$ cat src/rtl/cactus_draw_pkg.sv
// Shared screen geometry, colours and FSM encoding for the cactus redraw path.
package cactus_draw_pkg;

   localparam int SCREEN_W = 320;
   localparam int SCREEN_H = 240;
   localparam int GROUND_Y = 200;
   localparam int CACTUS_W = 10;

   localparam logic [15:0] CACTUS_COLOR = 16'h07E0;
   localparam logic [15:0] BG_COLOR     = 16'hFFFF;

   typedef enum logic [2:0] {
      IDLE,
      LATCH,
      ERASE1,
      ERASE2,
      DRAW1,
      DRAW2,
      DONE
   } state_t;

   typedef struct packed {
      logic [8:0] left;
      logic [8:0] height;
   } box_t;

   // Boxes taller than the ground line are cut off at the top of the screen.
   function automatic logic [7:0] clamp_h(input logic [8:0] h);
      return (h > 9'(GROUND_Y)) ? 8'(GROUND_Y) : h[7:0];
   endfunction

endpackage

$ cat src/rtl/box_raster.sv
// Scans one CACTUS_W-wide box row by row, issuing one pixel write per accepted
// handshake; off-screen columns are stepped over without a write.
module box_raster
   import cactus_draw_pkg::*;
(
   input  logic        clk,
   input  logic        nRst,
   input  logic        start,
   input  logic [8:0]  left,
   input  logic [7:0]  top,
   input  logic [7:0]  height,
   input  logic [15:0] color,
   input  logic        wr_ready,
   output logic        wr_valid,
   output logic [8:0]  wr_x,
   output logic [7:0]  wr_y,
   output logic [15:0] wr_color,
   output logic        done
);

   localparam logic [8:0] SCR_W    = 9'(SCREEN_W);
   localparam logic [3:0] LAST_COL = 4'(CACTUS_W - 1);

   logic       busy;
   logic [8:0] box_left;
   logic [3:0] col_off;
   logic [7:0] last_y;
   logic [8:0] next_x;
   logic       advance;

   assign next_x  = wr_x + 9'd1;
   assign advance = busy && (!wr_valid || wr_ready);

   always_ff @(posedge clk) begin
      if (!nRst) begin
         busy     <= 1'b0;
         done     <= 1'b0;
         wr_valid <= 1'b0;
         wr_x     <= '0;
         wr_y     <= '0;
         wr_color <= '0;
         box_left <= '0;
         col_off  <= '0;
         last_y   <= '0;
      end else begin
         done <= 1'b0;
         if (start) begin
            box_left <= left;
            col_off  <= '0;
            wr_x     <= left;
            wr_y     <= top;
            last_y   <= top + height - 8'd1;
            wr_color <= color;
            if (height == 8'd0) begin
               busy     <= 1'b0;
               done     <= 1'b1;
               wr_valid <= 1'b0;
            end else begin
               busy     <= 1'b1;
               wr_valid <= (left < SCR_W);
            end
         end else if (advance) begin
            if (col_off != LAST_COL) begin
               col_off  <= col_off + 4'd1;
               wr_x     <= next_x;
               wr_valid <= (next_x < SCR_W);
            end else if (wr_y != last_y) begin
               col_off  <= '0;
               wr_x     <= box_left;
               wr_y     <= wr_y + 8'd1;
               wr_valid <= (box_left < SCR_W);
            end else begin
               busy     <= 1'b0;
               done     <= 1'b1;
               wr_valid <= 1'b0;
            end
         end
      end
   end

endmodule

$ cat src/rtl/cactus_draw.sv
// Redraws the two cactus boxes: erases the previously drawn pair, then draws
// the newly latched pair, all through one shared box rasterizer.
//
// state  | meaning
// IDLE   | waiting for cactusMovement
// LATCH  | capture new boxes, launch first box
// ERASE1 | old box 1 in background colour
// ERASE2 | old box 2 in background colour
// DRAW1  | new box 1 in cactus colour
// DRAW2  | new box 2 in cactus colour
// DONE   | pulse done, new boxes become old boxes
module cactus_draw
   import cactus_draw_pkg::*;
(
   input  logic        clk,
   input  logic        nRst,
   input  logic        cactusMovement,
   input  logic [8:0]  pixel,
   input  logic [8:0]  x_dist,
   input  logic [8:0]  height1,
   input  logic [8:0]  height2,
   output logic        drawDoneCactus,
   output logic        wr_valid,
   input  logic        wr_ready,
   output logic [8:0]  wr_x,
   output logic [7:0]  wr_y,
   output logic [15:0] wr_color
);

   state_t      state;
   box_t        new1, new2, old1, old2;
   box_t        rast_box;
   logic        prev_valid;
   logic        rast_start;
   logic [15:0] rast_color;
   logic [7:0]  rast_h;
   logic [7:0]  rast_top;
   logic        rast_done;

   assign rast_h   = clamp_h(rast_box.height);
   assign rast_top = 8'(GROUND_Y) - rast_h;

   always_ff @(posedge clk) begin
      if (!nRst) begin
         state          <= IDLE;
         new1           <= '0;
         new2           <= '0;
         old1           <= '0;
         old2           <= '0;
         prev_valid     <= 1'b0;
         rast_box       <= '0;
         rast_color     <= '0;
         rast_start     <= 1'b0;
         drawDoneCactus <= 1'b0;
      end else begin
         rast_start     <= 1'b0;
         drawDoneCactus <= 1'b0;
         case (state)
            IDLE: begin
               if (cactusMovement) state <= LATCH;
            end
            LATCH: begin
               new1       <= '{left: pixel, height: height1};
               new2       <= '{left: pixel - x_dist, height: height2};
               rast_start <= 1'b1;
               if (prev_valid) begin
                  rast_box   <= old1;
                  rast_color <= BG_COLOR;
                  state      <= ERASE1;
               end else begin
                  rast_box   <= '{left: pixel, height: height1};
                  rast_color <= CACTUS_COLOR;
                  state      <= DRAW1;
               end
            end
            ERASE1: begin
               if (rast_done) begin
                  rast_box   <= old2;
                  rast_color <= BG_COLOR;
                  rast_start <= 1'b1;
                  state      <= ERASE2;
               end
            end
            ERASE2: begin
               if (rast_done) begin
                  rast_box   <= new1;
                  rast_color <= CACTUS_COLOR;
                  rast_start <= 1'b1;
                  state      <= DRAW1;
               end
            end
            DRAW1: begin
               if (rast_done) begin
                  rast_box   <= new2;
                  rast_color <= CACTUS_COLOR;
                  rast_start <= 1'b1;
                  state      <= DRAW2;
               end
            end
            DRAW2: begin
               if (rast_done) begin
                  drawDoneCactus <= 1'b1;
                  state          <= DONE;
               end
            end
            DONE: begin
               old1       <= new1;
               old2       <= new2;
               prev_valid <= 1'b1;
               state      <= IDLE;
            end
            default: state <= IDLE;
         endcase
      end
   end

   box_raster u_raster (
      .clk      (clk),
      .nRst     (nRst),
      .start    (rast_start),
      .left     (rast_box.left),
      .top      (rast_top),
      .height   (rast_h),
      .color    (rast_color),
      .wr_ready (wr_ready),
      .wr_valid (wr_valid),
      .wr_x     (wr_x),
      .wr_y     (wr_y),
      .wr_color (wr_color),
      .done     (rast_done)
   );

endmodule

$ cat config.mk
export PLATFORM = sky130hd
export DESIGN_NAME = cactus_draw
export DESIGN_NICKNAME = d
export VERILOG_FILES = /design/src/rtl/cactus_draw_pkg.sv /design/src/rtl/box_raster.sv /design/src/rtl/cactus_draw.sv
export SDC_FILE = /design/constraint.sdc
export NUM_CORES = 1
export LEC_CHECK = 0
export CORE_AREA = 2 2 139 114
export DETAILED_ROUTE_END_ITERATION = 8
export DIE_AREA = 0 0 141 116
export PLACE_DENSITY_LB_ADDON = 0.15
export SYNTH_ARGS = -nofsm -noshare
export SYNTH_HDL_FRONTEND = slang
export SYNTH_SLANG_ARGS = --single-unit
$ cat constraint.sdc
create_clock -name clk -period 3.8 [get_ports clk]
set_input_delay 0.76 -clock clk [delete_from_list [all_inputs] [get_ports clk]]
set_output_delay 0.76 -clock clk [all_outputs]
set_load 0.005 [all_outputs]
# Word level (Yosys, flattened, before mapping)
# Index checks and enable logic that the tools add are counted.
# word_totals
in_bits	40
ff_bits	169
latch_bits	0
out_inout_bits	35
n_memories	0
rom_bits	0
word_cells	118
ram_bits	0
# op_classes
muxes	44
magnitude_cmp	4
eq_ne	16
mul	0
div_mod_pow	0
shifts	0
n_addsub	7
bitwise	1
n_reduce_logical	22
# ops
op	n
18-bit 2-to-1 mux	4
18-bit one-hot mux with 4 select lines	1
16-bit 2-to-1 mux	3
16-bit one-hot mux with 3 select lines	1
8-bit 2-to-1 mux	5
9-bit 2-to-1 mux	4
9-bit < comparator (second input constant)	3
3-bit 2-to-1 mux	6
3-bit one-hot mux with 6 select lines	1
1-bit 2-to-1 mux	16
2-bit by 1-bit inequality test with 1-bit output (second input constant)	5
9-bit by 1-bit adder with 9-bit output (second input constant)	1
3-bit equality test (second input constant)	3
9-bit by 8-bit > comparator with 1-bit output (second input constant)	1
3-bit AND reduction	3
9-bit subtractor	1
8-bit by 1-bit adder with 8-bit output (second input constant)	1
8-bit adder	1
8-bit logical NOT	1
4-bit 2-to-1 mux	2
8-bit inequality test	1
8-bit by 1-bit subtractor with 8-bit output (second input constant)	1
8-bit subtractor (first input constant)	1
3-bit by 2-bit equality test with 1-bit output (second input constant)	2
18 further kinds	26

# Longest topological paths before layout
# Gate-level depths: netlist of run 1.
# logic_depth
ltp_word	5
mapped_depth	15
depth_no_buf	15

# Modules after synthesis
# A second synthesis of run 1 with hierarchy kept.
# hier_totals
cells_unflattened	960
area_unflattened_um2	7990.2
# by_module_without_submodules
module	seq_area_each_um2	area_each_um2	n_inst	cells_each
cactus_draw	1961.9	4724.5	1	591
box_raster	1141.1	3265.6	1	369

# Least setup slack after synthesis of run 1
# OpenSTA, ideal clock, no wires.
# synth_path
path_type	reg2reg
start	register rast_box[4] (netlist bit)
end	register u_raster.last_y[7]
n_path_buf	0
period_less_slack_ns	3.311
t_arrival_ns	3.189
path_slack_ns	0.489
required_time_ns	3.678
setup_time_ns	0.122
stages_incl_launch_ff	16
path_cell_list	dfxtp_1 > or2_2 > o21bai_1 > a31oi_1 > nand2_1 > ha_1 > ha_1 > xor2_1 > inv_1 > fa_1 > nor2b_1 > nor3_1 > o21bai_1 > a21oi_1 > xnor2_1 > o21ai_0
# synth_between
elab_chain_len	5
# synth_rtl
element	line	text
start: declaration	cactus_draw.sv:32	box_t rast_box;
start signal: assignment	cactus_draw.sv:67	rast_box <= old1;
start signal: assignment	cactus_draw.sv:71	rast_box <= '{left: pixel, height: height1};
start signal: assignment	cactus_draw.sv:78	rast_box <= old2;
9-bit by 8-bit > comparator with 1-bit output	cactus_draw_pkg.sv:29	return (h > 9'(GROUND_Y)) ? 8'(GROUND_Y) : h[7:0];
8-bit 2-to-1 mux *	cactus_draw_pkg.sv:29	
8-bit subtractor	cactus_draw.sv:41	assign rast_top = 8'(GROUND_Y) - rast_h;
8-bit adder *	box_raster.sv:52	last_y <= top + height - 8'd1;
8-bit by 1-bit subtractor with 8-bit output *	box_raster.sv:52	
end signal: assignment	box_raster.sv:52	
end: declaration	box_raster.sv:27	logic [7:0] last_y;
# Mark *: on every way between the ends. The rest lies on a longest branch, timed or not.
# A chain may end at the register's enable or synchronous reset.

# Worst setup path after layout of run 1
# Ends and elaborated chain as after synthesis.

==> run metrics, run 1 <==
run status finished clean; switching share of power 26.15%; detailed placement HPWL 11470 um; crit path time final 3.484 ns; I/O pin total 75; H-tree Lvls 4; CTS tree done; final cell count without fillers 1115; Total Nets Final 977; CP Launch Type register; first-pass GRT wire length 29550 um; # hold bufs at CTS 0; Worst-path clk slew 0.06 ns; worst-margin pin slew 1.175 ns; wire per inst 15.85 um; starting density of the core 49.67%; WP data arrival 3.82 ns; die outline area 0.01636 mm2; leading post-synthesis cells by cell area dfxtp_1 (38%), nand2_1 (9.5%), a21boi_0 (6.8%); Final setup viols 0; most frequent cells in the layout nand2_1 (186), dfxtp_1 (140), clkdlybuf4s50_1 (73), a21boi_0 (67), nor2_1 (50); total congestion overflow 0; Synth area leader dfxtp_1; share of post-route cells with drive strength above 1 7.775%; synth warn 0; Synth Net Count 944; ys flop type dfxtp_1; cells after synthesis 880; Tcrit/Tclk final 91.69%; crit path cell chain or2_2 -> o21bai_1 -> a31oi_1 -> nand2_1 -> ha_1 -> ha_1 -> xor2_1 -> inv_1 -> fa_1 -> nor2b_1 -> nor3_1 -> o21bai_1 -> a21oi_1 -> xnor2_1 -> o21ai_0; P_int 2.906 mW; max frequency 287.0 MHz; EDFF count, synth 0; RSZ-0062 raised after global routing no; DRT Pass-1 Iters 5; CTS buffer count 17; die height 116 um; Max VDD drop 0.3146 mV; CP max stage cell fa_1; ANT nets after route 0; clock skew 0.005558 ns; fillers 1302; Hold Path Class register to register; Starting DRT DRC Count 427; Clock Sinks 140; ant diodes 0; Mapped Area 0.007383 mm2; Final Slew Violations 0; Placed Area 0.008102 mm2; vias 6249; #FFs+latches synth 140; port bufs 74; CP peak stage delay 0.43 ns; dpl cells 1083; Fin. Hold Viols 0; Area growth, synth to finish 17.73%; CP Capture Type register; Hold WS 0.4610 ns; Clk pwr share 41.8%; Via-to-Cell Ratio 5.604; postcts setup bufs 0; commonest non-fill, non-tap cell in the layout nand2_1; vias in the first global route 6166; CP Data Required Time 4.14 ns; GP Congestion 0.8299; post-synth top area share 37.96%; Reg power frac 41.0%; initial antenna violation count 0; DIE WIDTH 141 um; worst-path maximum fanout 4; CTS Root Buffer Type clkbuf_16; # DRC 0; Switching Power 1.029 mW; WL final 17670 um; static leakage 3.363 nW; mean post-synth cell area 8.390 um2; CP Class register to register; largest net degree at the start of global routing 78; row cnt 40; clk_lat worst skew 0.42 ns; max_cap viols 0; Comb pwr share 17.2%; Max transition margin 21.55%; sequential share of the synthesized area 37.96%; Final Cell Area 0.008692 mm2; CTS resizes 0; Pwr Density 452.7 mW/mm2; ys async rst share 0%; CTS max path bufs 2; core area 0.01486 mm2; final setup TNS 0 ns; post-synth cell types 58; Global Route Usage Sum 22.43%
==> kinds of logic after synthesis <==
logic type | Yosys count | synth area share (%)
and+or+nand+nor | 325 | 19.62
DFF | 140 | 37.96
xor gates and xnor gates | 39 | 4.626
other | 1 | 0.05079
AOI/OAI and AO/OA | 205 | 20.17
buffers and inverters | 93 | 5.847
muxes | 53 | 7.456
adders and majority gates | 24 | 4.270
==> cell type report <==
class | instances | area (um2) | share of cell area (%)
multi-input combinational | 647 | 4163 | 47.89
clock buffer | 25 | 505.5 | 5.815
clock inverter | 7 | 85.08 | 0.9788
inverter | 23 | 86.33 | 0.9932
timing repair buffer | 84 | 813.3 | 9.357
tap | 189 | 236.5 | 2.721
sequential | 140 | 2803 | 32.24
==> critical path, delay by kind of cell (launching register included) <==
| family | cells | cell delay, ns |
|---|---|---|
| compound gates | 5 | 0.91 |
| xor+xnor | 2 | 0.34 |
| fa+ha+maj | 3 | 0.99 |
| buf+inv | 1 | 0.09 |
| flops | 1 | 0.32 |
| simple gates | 4 | 0.76 |
==> power groups by stage <==
stage	registers (mW)	clock network (mW)	logic (mW)
6_report	1.61	1.65	0.676
5_1_grt	1.62	1.73	0.757
4_1_cts	1.61	1.66	0.678
3_5_place_dp	1.64	0	0.672
3_3_place_gp	1.64	0	0.652
2_1_floorplan	1.62	0	0.489
==> routing by layer <==
metal	wire length (um)	GRT usage, %	vias to the layer above
met5	0	0	-
met4	293	7.267	0
met3	815	4.876	26
met2	8189	38.08	165
met1	8372	28.80	2983
li1	-	-	3075
==> worst paths after layout <==
kind,slack (ns),cells after the start,startpoint,endpoint
setup / recovery,0.32,15,rast_box[4],u_raster.last_y[7]
hold reg to reg,0.46,2,old2[13],old2[13]
setup reg to reg,0.32,15,rast_box[4],u_raster.last_y[7]
hold / removal,0.46,2,old2[13],old2[13]
==> synthesized netlist by cell type, drive strengths merged (2+ instances only) <==
master and number:
mux2 16, nor2b 20, o21bai 2, a211oi 5
a221oi 18, and3 3, dfxtp 140, a22oi 2
ha 22, fa 2, nand3 13, nand4 10
buf 29, nor3 10, nand3b 2, clkbuf 41
inv 23, xor2 20, and2 6, o211a 23
a21o 2, nand2b 9, a31oi 2, o211ai 2
and4 2, nor2 52, o21ai 44, a21boi 67
xnor2 19, a21oi 23, o21a 6, or2 4
nand2 187, mux2i 37
==> through the flow <==
step	power [mW]	setup WS (ns)	utilization [%]
2_1_floorplan	2.110	0.4886	-
3_5_place_dp	2.314	0.3821	54.50
3_3_place_gp	2.291	0.4907	54.50
5_1_grt	4.113	0.06602	58.48
4_1_cts	3.953	0.3402	58.48
6_report	3.935	0.3157	58.48
==> state kept, by name, indices dropped and copies added, names as in the netlist, 2 cells and up <==
signal	flops
rast_box	18
old1	18
u_raster.last_y	7
u_raster.wr_color	2
state	3
u_raster.wr_y	8
u_raster.box_left	9
u_raster.col_off	4
new2	18
u_raster.wr_x	9
old2	18
new1	18
rast_color	2
Note: power is estimated with default switching activity, not from simulation.
==> run 2: changes to the inputs <==
--- a/config.mk
+++ b/config.mk
@@ -6,9 +6,10 @@
 export NUM_CORES = 1
 export LEC_CHECK = 0
 export CORE_AREA = 2 2 139 114
+export CTS_BUF_LIST = sky130_fd_sc_hd__clkbuf_16
 export DETAILED_ROUTE_END_ITERATION = 8
 export DIE_AREA = 0 0 141 116
-export PLACE_DENSITY_LB_ADDON = 0.15
+export PLACE_DENSITY_LB_ADDON = 0.3
 export SYNTH_ARGS = -nofsm -noshare
 export SYNTH_HDL_FRONTEND = slang
 export SYNTH_SLANG_ARGS = --single-unit
==> run 2 against run 1 <==
Sequential share of layout area about the same; register-to-register slack better by 0.07 ns; largest power group unchanged; wire length down 5.8%; non-clock buffer count is 1 higher; highest routed layer unchanged; critical endpoint unchanged; flip-flop and latch count did not move; critical path type unchanged.
==> run metrics, run 2 (synthesized netlist as in run 1, its figures left out) <==
CP Capture Point u_raster.last_y[7]; Final Slew Violations 0; CP Launch Type register; CTS Root Buffer Type clkbuf_16; clock skew 0.01047 ns; R2R Setup Slk 0.38 ns; Pwr Density 452.8 mW/mm2; share of post-route cells with drive strength above 1 8.198%; Fin. Hold Viols 0; DIE WIDTH 141 um; CP startpoint rast_box[4]; crit path time final 3.418 ns; max frequency 292.5 MHz; Final setup viols 0; Starting DRT DRC Count 444; port bufs 74; Final Cell Area 0.008696 mm2; CP Capture Type register; CTS resizes 0; postcts setup bufs 0; crit path cell chain or2_2 -> o21bai_1 -> a31oi_1 -> nand2_1 -> ha_1 -> ha_1 -> xor2_1 -> inv_1 -> fa_1 -> nor2b_1 -> nor3_1 -> o21bai_1 -> a21oi_1 -> xnor2_1 -> o21ai_0; worst-margin pin slew 1.098 ns; ANT nets after route 0; Max transition margin 26.67%; GP Congestion 0.8284; WP data arrival 3.73 ns; WP buf/inv 1; starting density of the core 49.67%; row cnt 40; Max VDD drop 0.3555 mV; Worst-path clk slew 0.06 ns; clk_lat worst skew 0.43 ns; Worst path depth 15; core area 0.01486 mm2; largest net degree at the start of global routing 51; Hold Path Class register to register; Area growth, synth to finish 17.78%; vias in the first global route 5765; delay-heaviest family, CP adder cells; most frequent cells in the layout nand2_1 (186), dfxtp_1 (140), clkdlybuf4s50_1 (73), a21boi_0 (67), nor2_1 (50); commonest non-fill, non-tap cell in the layout nand2_1; Global Route Usage Sum 21.66%; run status finished clean; H-tree Lvls 4; CP Class register to register; die outline area 0.01636 mm2; CTS tree done; # DRC 0; final setup TNS 0 ns; Worst R2R Start rast_box[4]; Via-to-Cell Ratio 5.477; Tcrit/Tclk final 89.95%; max_cap viols 0; static leakage 3.348 nW; initial antenna violation count 0; CP Data Required Time 4.11 ns; DRT Pass-1 Iters 5; die height 116 um; worst-path maximum fanout 4; CP peak stage delay 0.43 ns; R2R cell count 15; RSZ-0062 raised after global routing no; CP max stage cell fa_1; Hold WS 0.4590 ns; Total Nets Final 978; Critical R2R Capture u_raster.last_y[7]; ant diodes 0; CTS max path bufs 2; I/O pin total 75; Worst Hold Depth 2; Placed Area 0.008109 mm2; CTS buffer count 17; Clock Sinks 140; wire per inst 14.91 um; WL final 16640 um; vias 6112; total congestion overflow 0; detailed placement HPWL 11010 um; # hold bufs at CTS 0; first-pass GRT wire length 28410 um
## run 2: changes by cell type in the layout (fill, tap and decap cells not counted), sizes merged
cell / previous run / this run
inv: 23 / 27
clkbuf: 25 / 17
clkinvlp: 0 / 4
buf: 11 / 12
## run 2: through the flow
| step | setup WS, ns | power [mW] | instances | util [%] |
|---|---|---|---|---|
| final | 0.3818 | 3.938 | 1116 | 58.50 |
| after floorplan | 0.4886 | 2.110 | 880 | - |
| after global routing | 0.07543 | 4.118 | 1116 | 58.50 |
| after detailed placement | 0.3934 | 2.307 | 1084 | 54.55 |
| after global placement | 0.4742 | 2.296 | 1084 | 54.55 |
| after CTS | 0.3902 | 3.955 | 1116 | 58.50 |
## run 2: layer usage
metal | wire length (um) | track usage [%]
met1 | 8231 | 29.43
met2 | 7450 | 34.93
met3 | 706 | 4.463
met4 | 253 | 6.933
met5 | 0 | 0
## run 2: power breakdown
part	internal (mW)	switching [mW]	total [mW]
clock	0.973	0.685	1.66
sequential	1.54	0.0738	1.61
combinational	0.319	0.348	0.667
total	2.83	1.11	3.94
## run 2: worst min-delay path, cell delays in order (launching register included)
cell	delay [ns]
dfxtp_1	0.31
nand2_1	0.04
a21boi_0	0.06
## run 2: how the worst min path moves through the flow
stage,from,endpoint,slack (ns)
finish,old1[4],old1[4],0.46
detailed placement,old1[4],old1[4],0.45
global placement,rast_color[10],rast_color[10],0.45
floorplan,old1[0],old1[0],0.44
CTS,old1[4],old1[4],0.46
global route,old1[10],old1[10],0.48
## run 2: layout make-up
cell class | instances | area (um2)
Fill cell | 1347 | 6168
Multi-Input combinational cell | 647 | 4163
Sequential cell | 140 | 2803
Timing Repair Buffer | 85 | 820.8
Clock buffer | 17 | 425.4
Tap cell | 189 | 236.5
Clock inverter | 15 | 161.4
Inverter | 23 | 86.33
==> run 3: changes to the inputs <==
--- a/config.mk
+++ b/config.mk
@@ -10,6 +10,7 @@
 export DETAILED_ROUTE_END_ITERATION = 8
 export DIE_AREA = 0 0 141 116
 export PLACE_DENSITY_LB_ADDON = 0.3
+export RECOVER_POWER = 100
 export SYNTH_ARGS = -nofsm -noshare
 export SYNTH_HDL_FRONTEND = slang
 export SYNTH_SLANG_ARGS = --single-unit
==> run 3 against run 2 <==
The run now ends with capacitance limit, slew limit left; wire length rose by 0.50%; combinational power decreased by 0.9%; sequential share of layout area up 0.12 points; total power decreased by 0.12%; clock-buffer cell count unchanged; clock skew is 0.0026 ns lower.
==> run metrics, run 3 (synthesized netlist as in run 1, its figures left out) <==
CP Class register to register; share of post-route cells with drive strength above 1 7.551%; Total Nets Final 978; Clock Sinks 140; CP peak stage delay 1.36 ns; Switching Power 1.107 mW; CTS max path bufs 2; CP max stage cell clkbuf_1; clk_lat worst skew 0.43 ns; CP Launch Type register; vias in the first global route 5765; RSZ-0062 raised after global routing no; fillers 1357; I/O pin total 75; DRT Pass-1 Iters 4; ant diodes 0; switching share of power 28.15%; first-pass GRT wire length 28410 um; CP Data Required Time 4.11 ns; Hold Path Class register to register; WL final 16720 um; WP data arrival 3.81 ns; GP Congestion 0.8284; row cnt 40; failing checks capacitance limit, slew limit; port bufs 74; core area 0.01486 mm2; Comb pwr share 16.8%; worst-path maximum fanout 26; max_cap viols 5; Pwr Density 454.0 mW/mm2; H-tree Lvls 4; clock skew 0.007877 ns; Area growth, synth to finish 17.34%; # DRC 0; initial antenna violation count 0; final core occ 58.28%; die height 116 um; CTS buffer count 17; wire per inst 14.99 um; CTS Root Buffer Type clkbuf_16; detailed placement HPWL 11010 um; Tcrit/Tclk final 92.23%; Starting DRT DRC Count 482; dpl cells 1084; P_int 2.826 mW; overall power 3.933 mW; postcts setup bufs 0; most used routing layer met2; die outline area 0.01636 mm2; CTS tree done; DIE WIDTH 141 um; ANT nets after route 0; worst-margin pin slew 2.047 ns; Clk pwr share 42.2%; Reg power frac 41.0%; commonest non-fill, non-tap cell in the layout nand2_1; Via-to-Cell Ratio 5.495; # hold bufs at CTS 0; Final setup viols 0; CTS resizes 0; starting density of the core 49.67%; static leakage 3.441 nW; GRT met2 Usage 34.93%; Worst-path clk slew 0.06 ns; total congestion overflow 0; final cell count without fillers 1116; Global Route Usage Sum 21.66%; Hold WS 0.4630 ns; Max transition margin -36.47%; GRT met3 Usage 4.463%; max frequency 285.3 MHz; crit path cell chain clkbuf_1 -> nor2b_1 -> nand2b_1 -> clkbuf_2 -> nand2_1 -> o21ai_0 -> and2_0; CP Capture Type register; Final Slew Violations 169; run status complete, but fails checks; largest net degree at the start of global routing 51; final setup TNS 0 ns; vias 6132; Max VDD drop 0.3563 mV; met1 Track Usage GR 29.43%; crit path time final 3.505 ns; most frequent cells in the layout nand2_1 (186), dfxtp_1 (140), a21boi_0 (67), nor2_1 (50), o21ai_0 (43); Fin. Hold Viols 0
## run 3: cell types whose count changed in the layout (fill, tap and decap cells not counted), sizes merged
cell           delta
buf               -9
clkbuf            +9
clkdlybuf4s50    -35
dlygate4sd3      +35
## run 3: cell type report
| class | instances | area (um2) | area share (%) |
|---|---|---|---|
| clock inverter | 15 | 161.4 | 1.863 |
| tap | 189 | 236.5 | 2.730 |
| timing repair buffer | 85 | 792.0 | 9.142 |
| multi-input combinational | 647 | 4159 | 48.01 |
| inverter | 23 | 86.33 | 0.9965 |
| clock buffer | 17 | 425.4 | 4.910 |
| sequential | 140 | 2803 | 32.35 |
## run 3: layer usage
metal | share of wire, % | vias up
met4 | 1.4 | 0
met5 | 0 | -
li1 | - | 3079
met2 | 45 | 122
met3 | 4.0 | 22
met1 | 50 | 2909
## run 3: power by group through the flow
| stage | Sequential [mW] | Clock, mW | Combinational (mW) |
|---|---|---|---|
| after global routing | 1.62 | 1.75 | 0.743 |
| after CTS | 1.61 | 1.68 | 0.668 |
| after detailed placement | 1.64 | 0 | 0.663 |
| after floorplan | 1.62 | 0 | 0.489 |
| final | 1.61 | 1.66 | 0.661 |
| after global placement | 1.64 | 0 | 0.654 |
## run 3: worst paths after layout
path	startpoint	end	slack, ns	cells after the start
setup reg to reg	state[0]	new2[13]	0.30	7
hold / removal	old1[4]	old1[4]	0.46	2
setup / recovery	state[0]	new2[13]	0.30	7
hold reg to reg	old1[4]	old1[4]	0.46	2
## run 3: worst max-delay path, delay by kind of cell, from the launching register on
kind                   cells  cell delay (ns)
buffers and inverters      2             1.82
and+or+nand+nor            4             1.13
AOI/OAI and AO/OA          1             0.08
DFF                        1             0.34
## run 3: through the flow
step / setup WS, ns / instance area (um2)
after floorplan: 0.4886 / 7383
after global placement: 0.4742 / 8109
after detailed placement: 0.3934 / 8109
after CTS: 0.3902 / 8696
after global routing: 0.04231 / 8663
final: 0.2952 / 8663
